`config.mk`:
```
export PLATFORM = sky130hd
export DESIGN_NAME = mult6_sched
export DESIGN_NICKNAME = d
export VERILOG_FILES = /design/src/rtl/mult6_sched_pkg.sv /design/src/rtl/mult6_core.sv /design/src/rtl/mult6_sched.sv
export SDC_FILE = /design/constraint.sdc
export NUM_CORES = 1
export LEC_CHECK = 0
export ABC_AREA = 1
export CAP_MARGIN = 20
export CORE_ASPECT_RATIO = 1.25
export CORE_UTILIZATION = 45
export CTS_CLUSTER_DIAMETER = 60
export DETAILED_ROUTE_END_ITERATION = 12
export PLACE_DENSITY = 0.78
export SYNTH_ARGS = -nofsm -noshare
export SYNTH_HDL_FRONTEND = slang
export SYNTH_SLANG_ARGS = --single-unit
export TNS_END_PERCENT = 100
```
`constraint.sdc`:
```
create_clock -name clk -period 9.55 [get_ports clk]
set_input_delay 1.91 -clock clk [delete_from_list [all_inputs] [get_ports clk]]
set_output_delay 1.91 -clock clk [all_outputs]
set_load 0.02 [all_outputs]
```
`src/rtl/mult6_sched_pkg.sv`:
```
// Shared widths, operand/product types and scheduler state encoding for mult6_sched.
// The optional MULT6_SCHED_PIPE_EN build makes use of the CALC state.
package mult6_sched_pkg;

    localparam int OPW   = 6;
    localparam int PRODW = 12;

    typedef logic [OPW-1:0]   opnd_t;
    typedef logic [PRODW-1:0] prod_t;

    typedef enum logic [1:0] {
        IDLE = 2'd0,
        CALC = 2'd1,
        RESP = 2'd2
    } sched_state_t;

endpackage

```
`src/rtl/mult6_core.sv`:
```
// Purely combinational 6x6 unsigned multiplier: six partial products folded by
// a carry-save tree into two rows, then one carry-propagate add.
module mult6_core
    import mult6_sched_pkg::*;
(
    input  opnd_t a,
    input  opnd_t b,
    output prod_t p
);

    prod_t pp [OPW];
    prod_t s0, c0, s1, c1, s2, c2, s3, c3;

    // 3:2 compressor across a whole row; s + c always equals x + y + z.
    function automatic void csa(input prod_t x, input prod_t y, input prod_t z,
                                output prod_t s, output prod_t c);
        s = x ^ y ^ z;
        c = ((x & y) | (x & z) | (y & z)) << 1;
    endfunction

    always_comb begin
        for (int i = 0; i < OPW; i++) begin
            pp[i] = b[i] ? (prod_t'(a) << i) : '0;
        end
        csa(pp[0], pp[1], pp[2], s0, c0);
        csa(pp[3], pp[4], pp[5], s1, c1);
        csa(s0, c0, s1, s2, c2);
        csa(s2, c2, c1, s3, c3);
        p = s3 + c3;
    end

endmodule

```
`src/rtl/mult6_sched.sv`:
```
// Round-robin scheduler sharing one mult6_core among NREQ requesters.
// Define MULT6_SCHED_PIPE_EN to register operands/ID ahead of the core (adds CALC).
module mult6_sched
    import mult6_sched_pkg::*;
#(
    parameter int NREQ = 4,
    parameter int IDW  = $clog2(NREQ)
) (
    input  logic                clk,
    input  logic                rst,
    input  logic [NREQ-1:0]     req_valid,
    output logic [NREQ-1:0]     req_ready,
    input  logic [NREQ*6-1:0]   req_a,
    input  logic [NREQ*6-1:0]   req_b,
    output logic                rsp_valid,
    input  logic                rsp_ready,
    output logic [11:0]         rsp_prod,
    output logic [IDW-1:0]      rsp_id,
    output logic                busy
);

    localparam logic [1:0] ST_IDLE = IDLE;
    localparam logic [1:0] ST_RESP = RESP;
`ifdef MULT6_SCHED_PIPE_EN
    localparam logic [1:0] ST_CALC = CALC;
`endif

    localparam logic [IDW-1:0] LAST_IDX = IDW'(NREQ - 1);
    localparam logic [IDW:0]   NREQ_W   = (IDW + 1)'(NREQ);

    logic [1:0]     state;
    logic [IDW-1:0] rr_ptr;
    logic [IDW-1:0] gnt;
    logic [IDW:0]   scan;
    logic           found;
    logic           can_accept;
    logic           accept;
    opnd_t          sel_a, sel_b;
    opnd_t          core_a, core_b;
    prod_t          core_p;

`ifdef MULT6_SCHED_PIPE_EN
    opnd_t          a_q, b_q;
    logic [IDW-1:0] id_q;
`endif

    // First valid requester at or after rr_ptr, wrapping modulo NREQ.
    always_comb begin
        found = 1'b0;
        gnt   = '0;
        scan  = '0;
        for (int i = 0; i < NREQ; i++) begin
            scan = {1'b0, rr_ptr} + (IDW + 1)'(i);
            if (scan >= NREQ_W) begin
                scan = scan - NREQ_W;
            end
            if (!found && req_valid[scan[IDW-1:0]]) begin
                found = 1'b1;
                gnt   = scan[IDW-1:0];
            end
        end
    end

    always_comb begin
        sel_a = '0;
        sel_b = '0;
        for (int i = 0; i < NREQ; i++) begin
            if (gnt == IDW'(i)) begin
                sel_a = req_a[i*OPW +: OPW];
                sel_b = req_b[i*OPW +: OPW];
            end
        end
    end

    assign can_accept = (state == ST_IDLE) || ((state == ST_RESP) && rsp_ready);
    assign accept     = can_accept && found;

    always_comb begin
        req_ready = '0;
        for (int i = 0; i < NREQ; i++) begin
            req_ready[i] = accept && (gnt == IDW'(i));
        end
    end

    assign rsp_valid = (state == ST_RESP);
    assign busy      = (state != ST_IDLE);

`ifdef MULT6_SCHED_PIPE_EN
    assign core_a = a_q;
    assign core_b = b_q;
`else
    assign core_a = sel_a;
    assign core_b = sel_b;
`endif

    mult6_core u_core (
        .a (core_a),
        .b (core_b),
        .p (core_p)
    );

    // Output register only changes on a launch, so a stalled response stays frozen.
    always_ff @(posedge clk or posedge rst) begin
        if (rst) begin
            state    <= ST_IDLE;
            rr_ptr   <= '0;
            rsp_prod <= '0;
            rsp_id   <= '0;
`ifdef MULT6_SCHED_PIPE_EN
            a_q      <= '0;
            b_q      <= '0;
            id_q     <= '0;
`endif
        end else begin
            if (accept) begin
                rr_ptr <= (gnt == LAST_IDX) ? '0 : gnt + IDW'(1);
            end
`ifdef MULT6_SCHED_PIPE_EN
            if (accept) begin
                state <= ST_CALC;
                a_q   <= sel_a;
                b_q   <= sel_b;
                id_q  <= gnt;
            end else if (state == ST_CALC) begin
                state    <= ST_RESP;
                rsp_prod <= core_p;
                rsp_id   <= id_q;
            end else if ((state == ST_RESP) && rsp_ready) begin
                state <= ST_IDLE;
            end
`else
            if (accept) begin
                state    <= ST_RESP;
                rsp_prod <= core_p;
                rsp_id   <= gnt;
            end else if ((state == ST_RESP) && rsp_ready) begin
                state <= ST_IDLE;
            end
`endif
        end
    end

endmodule

```
==> summary.txt <==
Setup path
  • Critical-path top delay cell: nor2_1
  • CP Data Required Time: between 9 and 10 ns
  • Critical Path End Type: flop
  • Crit-path max FO: 14
  • CP Launch Type: input port
  • CP arrival: 7.82 ns
  • Largest stage delay, worst path: 0.59 ns
  • CP delay by family, top: adder cells
  • CP Class: input port to flop
  • CP bufs+invs: 4
  • Crit-path most repeated cell: nand2_1

Timing
  • Pins Over Slew Limit: 0
  • RSZ-0062 raised after global routing: no
  • Final Skew: 0.0009638 ns
  • Final Hold Fails: 0
  • Max_slew headroom: between 50% and 60%
  • Peak Freq: about 130 MHz
  • Setup violations, final: 0
  • Tcrit/Tclk final: 80.04%
  • Final setup TNS: 0 ns
  • Slew @ Worst Pin: roughly 0.68 ns
  • Post-layout min period: 7.643 ns

Route
  • DRC Markers: 0
  • Routed WL per cell: ~12 µm
  • Vias/cell: between 5 and 6
  • Initial DRC count: 125
  • TritonRoute pass-1 iters: 4
  • Routed via count: 2,399
  • DRT Wirelength: 5858 µm
  • Routed Antenna Nets: 0

Synthesis
  • Post-synth EDFFs: 0
  • Largest family of logic cells by synthesized area: simple AND/OR/NAND/NOR gates
  • Count of different cell masters after synthesis: 32
  • Synth Area in XOR/XNOR: 1.871%
  • Seq cells post-synth: 17
  • Syn_nets: around 430
  • Mapped Area: 0.002341 mm²
  • Syn avg cell area: 6.865 µm²
  • Seq/Total Area, Yosys: a little under a fifth
  • Post-synthesis async set-or-reset flop share: 100.0%
  • Synth Area in Adders: 26.08%
  • Simple-gate share of the synthesized area: 28.54%
  • Top_reg_cell synth: dfrtp_1
  • Compound-gate portion of the synthesized area: 13.52%
  • Yosys warns: 0
  • Multiplexer area fraction after synthesis: 0%
  • Mapped Cells: 341

Finish
  • Synth-to-layout area growth: 33.89%
  • Diode count: 0
  • Nets: 502
  • Post-Layout Cell Count: 470
  • Layout cell share with drive strength beyond 1: 2.941%

Clock network
  • CTS tree: built
  • Clk_lat worst skew: 0.24 ns
  • Post_cts resized: 0
  • # hold bufs at CTS: 0
  • Clk buf depth: 2
  • Setup Buffers After CTS: 0
  • H-tree depth: 1
  • TritonCTS Sinks: 17
  • TritonCTS buffer count: 3
  • Root buf cell: clkbuf_8
  • Reg clk slew, reported paths: 0.06 ns

Min path
  • HP Class: flop to flop

Placed design
  • Placer Congestion: 0.8660
  • DP Wirelength: 5044 µm
  • IO buf count: 74
  • Placed cells: 466

Status
  • Status: complete, no violations

Die
  • Initial Util: 46.42%
  • CORE AREA: 0.005044 mm²
  • Die X: 66.51 µm
  • Die Ht: approximately 83 µm
  • IO Pins: 75
  • Rows: 29
  • Die area: about 0.0055 mm²

Job
  • Maxcap violations: 0

Global route
  • Vias in the first global route: between 2,000 and 2,500
  • Largest net degree at the start of global routing: 30
  • Grt total ovfl: 0
  • GRT Total Usage: a little under a quarter
  • Antenna violations before repair: 0
  • First-pass GRT wire length: 9873 µm
## sequential cells by signal, summed over array words and instances (netlist names)
signal    count
rsp_prod     12
rsp_id        2
state         1
rr_ptr        2
## worst reg2reg max path: cells and delay by family, from the launching register on
family	cells	cell delay (ns)
adder cells (fa/ha/maj)	5	2.23
XOR/XNOR	1	0.14
buffers and inverters	4	0.42
AO/OA/AOI/OAI	4	0.92
flip-flops	1	0.53
AND/OR/NAND/NOR	14	1.91
## final timing paths
| check | from | end | slack (ns) | cells after the start |
|---|---|---|---|---|
| worst max-delay path | req_valid[1] | rsp_prod[10] | 1.91 | 26 |
| worst min-delay path | rsp_id[1] | rsp_id[1] | 0.49 | 2 |
| worst max register to register | rr_ptr[0] | rsp_prod[10] | 3.32 | 28 |
| worst min register to register | rsp_id[1] | rsp_id[1] | 0.49 | 2 |
| min in group asynchronous | rst | rsp_prod[7] | 2.04 | 2 |
| max in group asynchronous | rst | rsp_prod[0] | 7.12 | 2 |
## placed cells by master, fill, tap and decap left out
cell | netlist | routed
nand2_1 | 109 | 109
clkdlybuf4s50_1 | 0 | 74
inv_1 | 53 | 53
nor2_1 | 23 | 23
o21ai_0 | 21 | 21
ha_1 | 20 | 20
fa_1 | 18 | 18
dfrtp_1 | 17 | 17
nand3_1 | 15 | 15
a21oi_1 | 12 | 12
a22oi_1 | 12 | 12
xor2_1 | 4 | 4
nand2_2 | 4 | 4
o21ai_1 | 3 | 3
nor2b_1 | 3 | 3
clkbuf_8 | 0 | 3
inv_2 | 2 | 2
nand4_1 | 2 | 2
and2_1 | 2 | 2
nor2_4 | 1 | 1
nand3_2 | 1 | 1
a31oi_1 | 1 | 1
a21o_1 | 1 | 1
xnor2_1 | 1 | 1
a22o_1 | 1 | 1
a21oi_2 | 1 | 1
o211ai_1 | 1 | 1
a21boi_0 | 1 | 1
nand3b_1 | 1 | 1
clkbuf_1 | 3 | 1
## area by class of cell
type	instances	area, µm²
sequential	17	425.4
timing repair buffer	74	740.7
multi-input combinational	258	1639
tap	62	77.57
fill	495	1909
clock buffer	4	45.04
inverter	55	206.4
## metrics by stage
| stage | instance area [µm²] | utilization (%) | hold WS (ns) | setup WS [ns] |
|---|---|---|---|---|
| 4_1_cts | 3134 | 62.14 | 0.4877 | 2.011 |
| 3_3_place_gp | 3089 | 61.25 | 0.4671 | 1.894 |
| 3_5_place_dp | 3089 | 61.25 | 0.4713 | 1.744 |
| 2_1_floorplan | 2341 | - | 0.5836 | 3.201 |
| 5_1_grt | 3134 | 62.14 | 0.5232 | 1.434 |
| 6_report | 3134 | 62.14 | 0.4858 | 1.907 |
## per-layer routing
metal / wire [µm] / GRT usage [%] / up-vias
met4: 164 / 7.660 / 0
met3: 171 / 0.8242 / 18
met5: 0 / 0 / -
li1: - / - / 1207
met1: 2277 / 25.26 / 1107
met2: 3245 / 47.14 / 67
## cell families after synthesis
family,Yosys count
flops,17
simple gates,161
xor+xnor,5
buf+inv,66
compound gates,54
fa+ha+maj,38
## synthesized netlist by cell type, types with 2 or more instances
cell type | count | area, µm²
a22oi_1 | 12 | 90.09
a21oi_1 | 12 | 60.06
inv_1 | 53 | 198.9
ha_1 | 20 | 250.2
buf_4 | 3 | 22.52
nand3_1 | 15 | 75.07
buf_2 | 2 | 10.01
dfrtp_1 | 17 | 425.4
buf_6 | 2 | 22.52
nand2_1 | 109 | 409.1
nor2b_1 | 3 | 18.77
xor2_1 | 4 | 35.03
nor2_1 | 23 | 86.33
inv_2 | 2 | 7.510
o21ai_1 | 3 | 15.01
nand2_2 | 4 | 25.02
and2_1 | 2 | 12.51
o21ai_0 | 21 | 105.1
fa_1 | 18 | 360.4
nand4_1 | 2 | 12.51
clkbuf_1 | 3 | 11.26
Power is not shown: default switching activity piles up to over one toggle a cycle in this logic, so the estimate is an artifact.
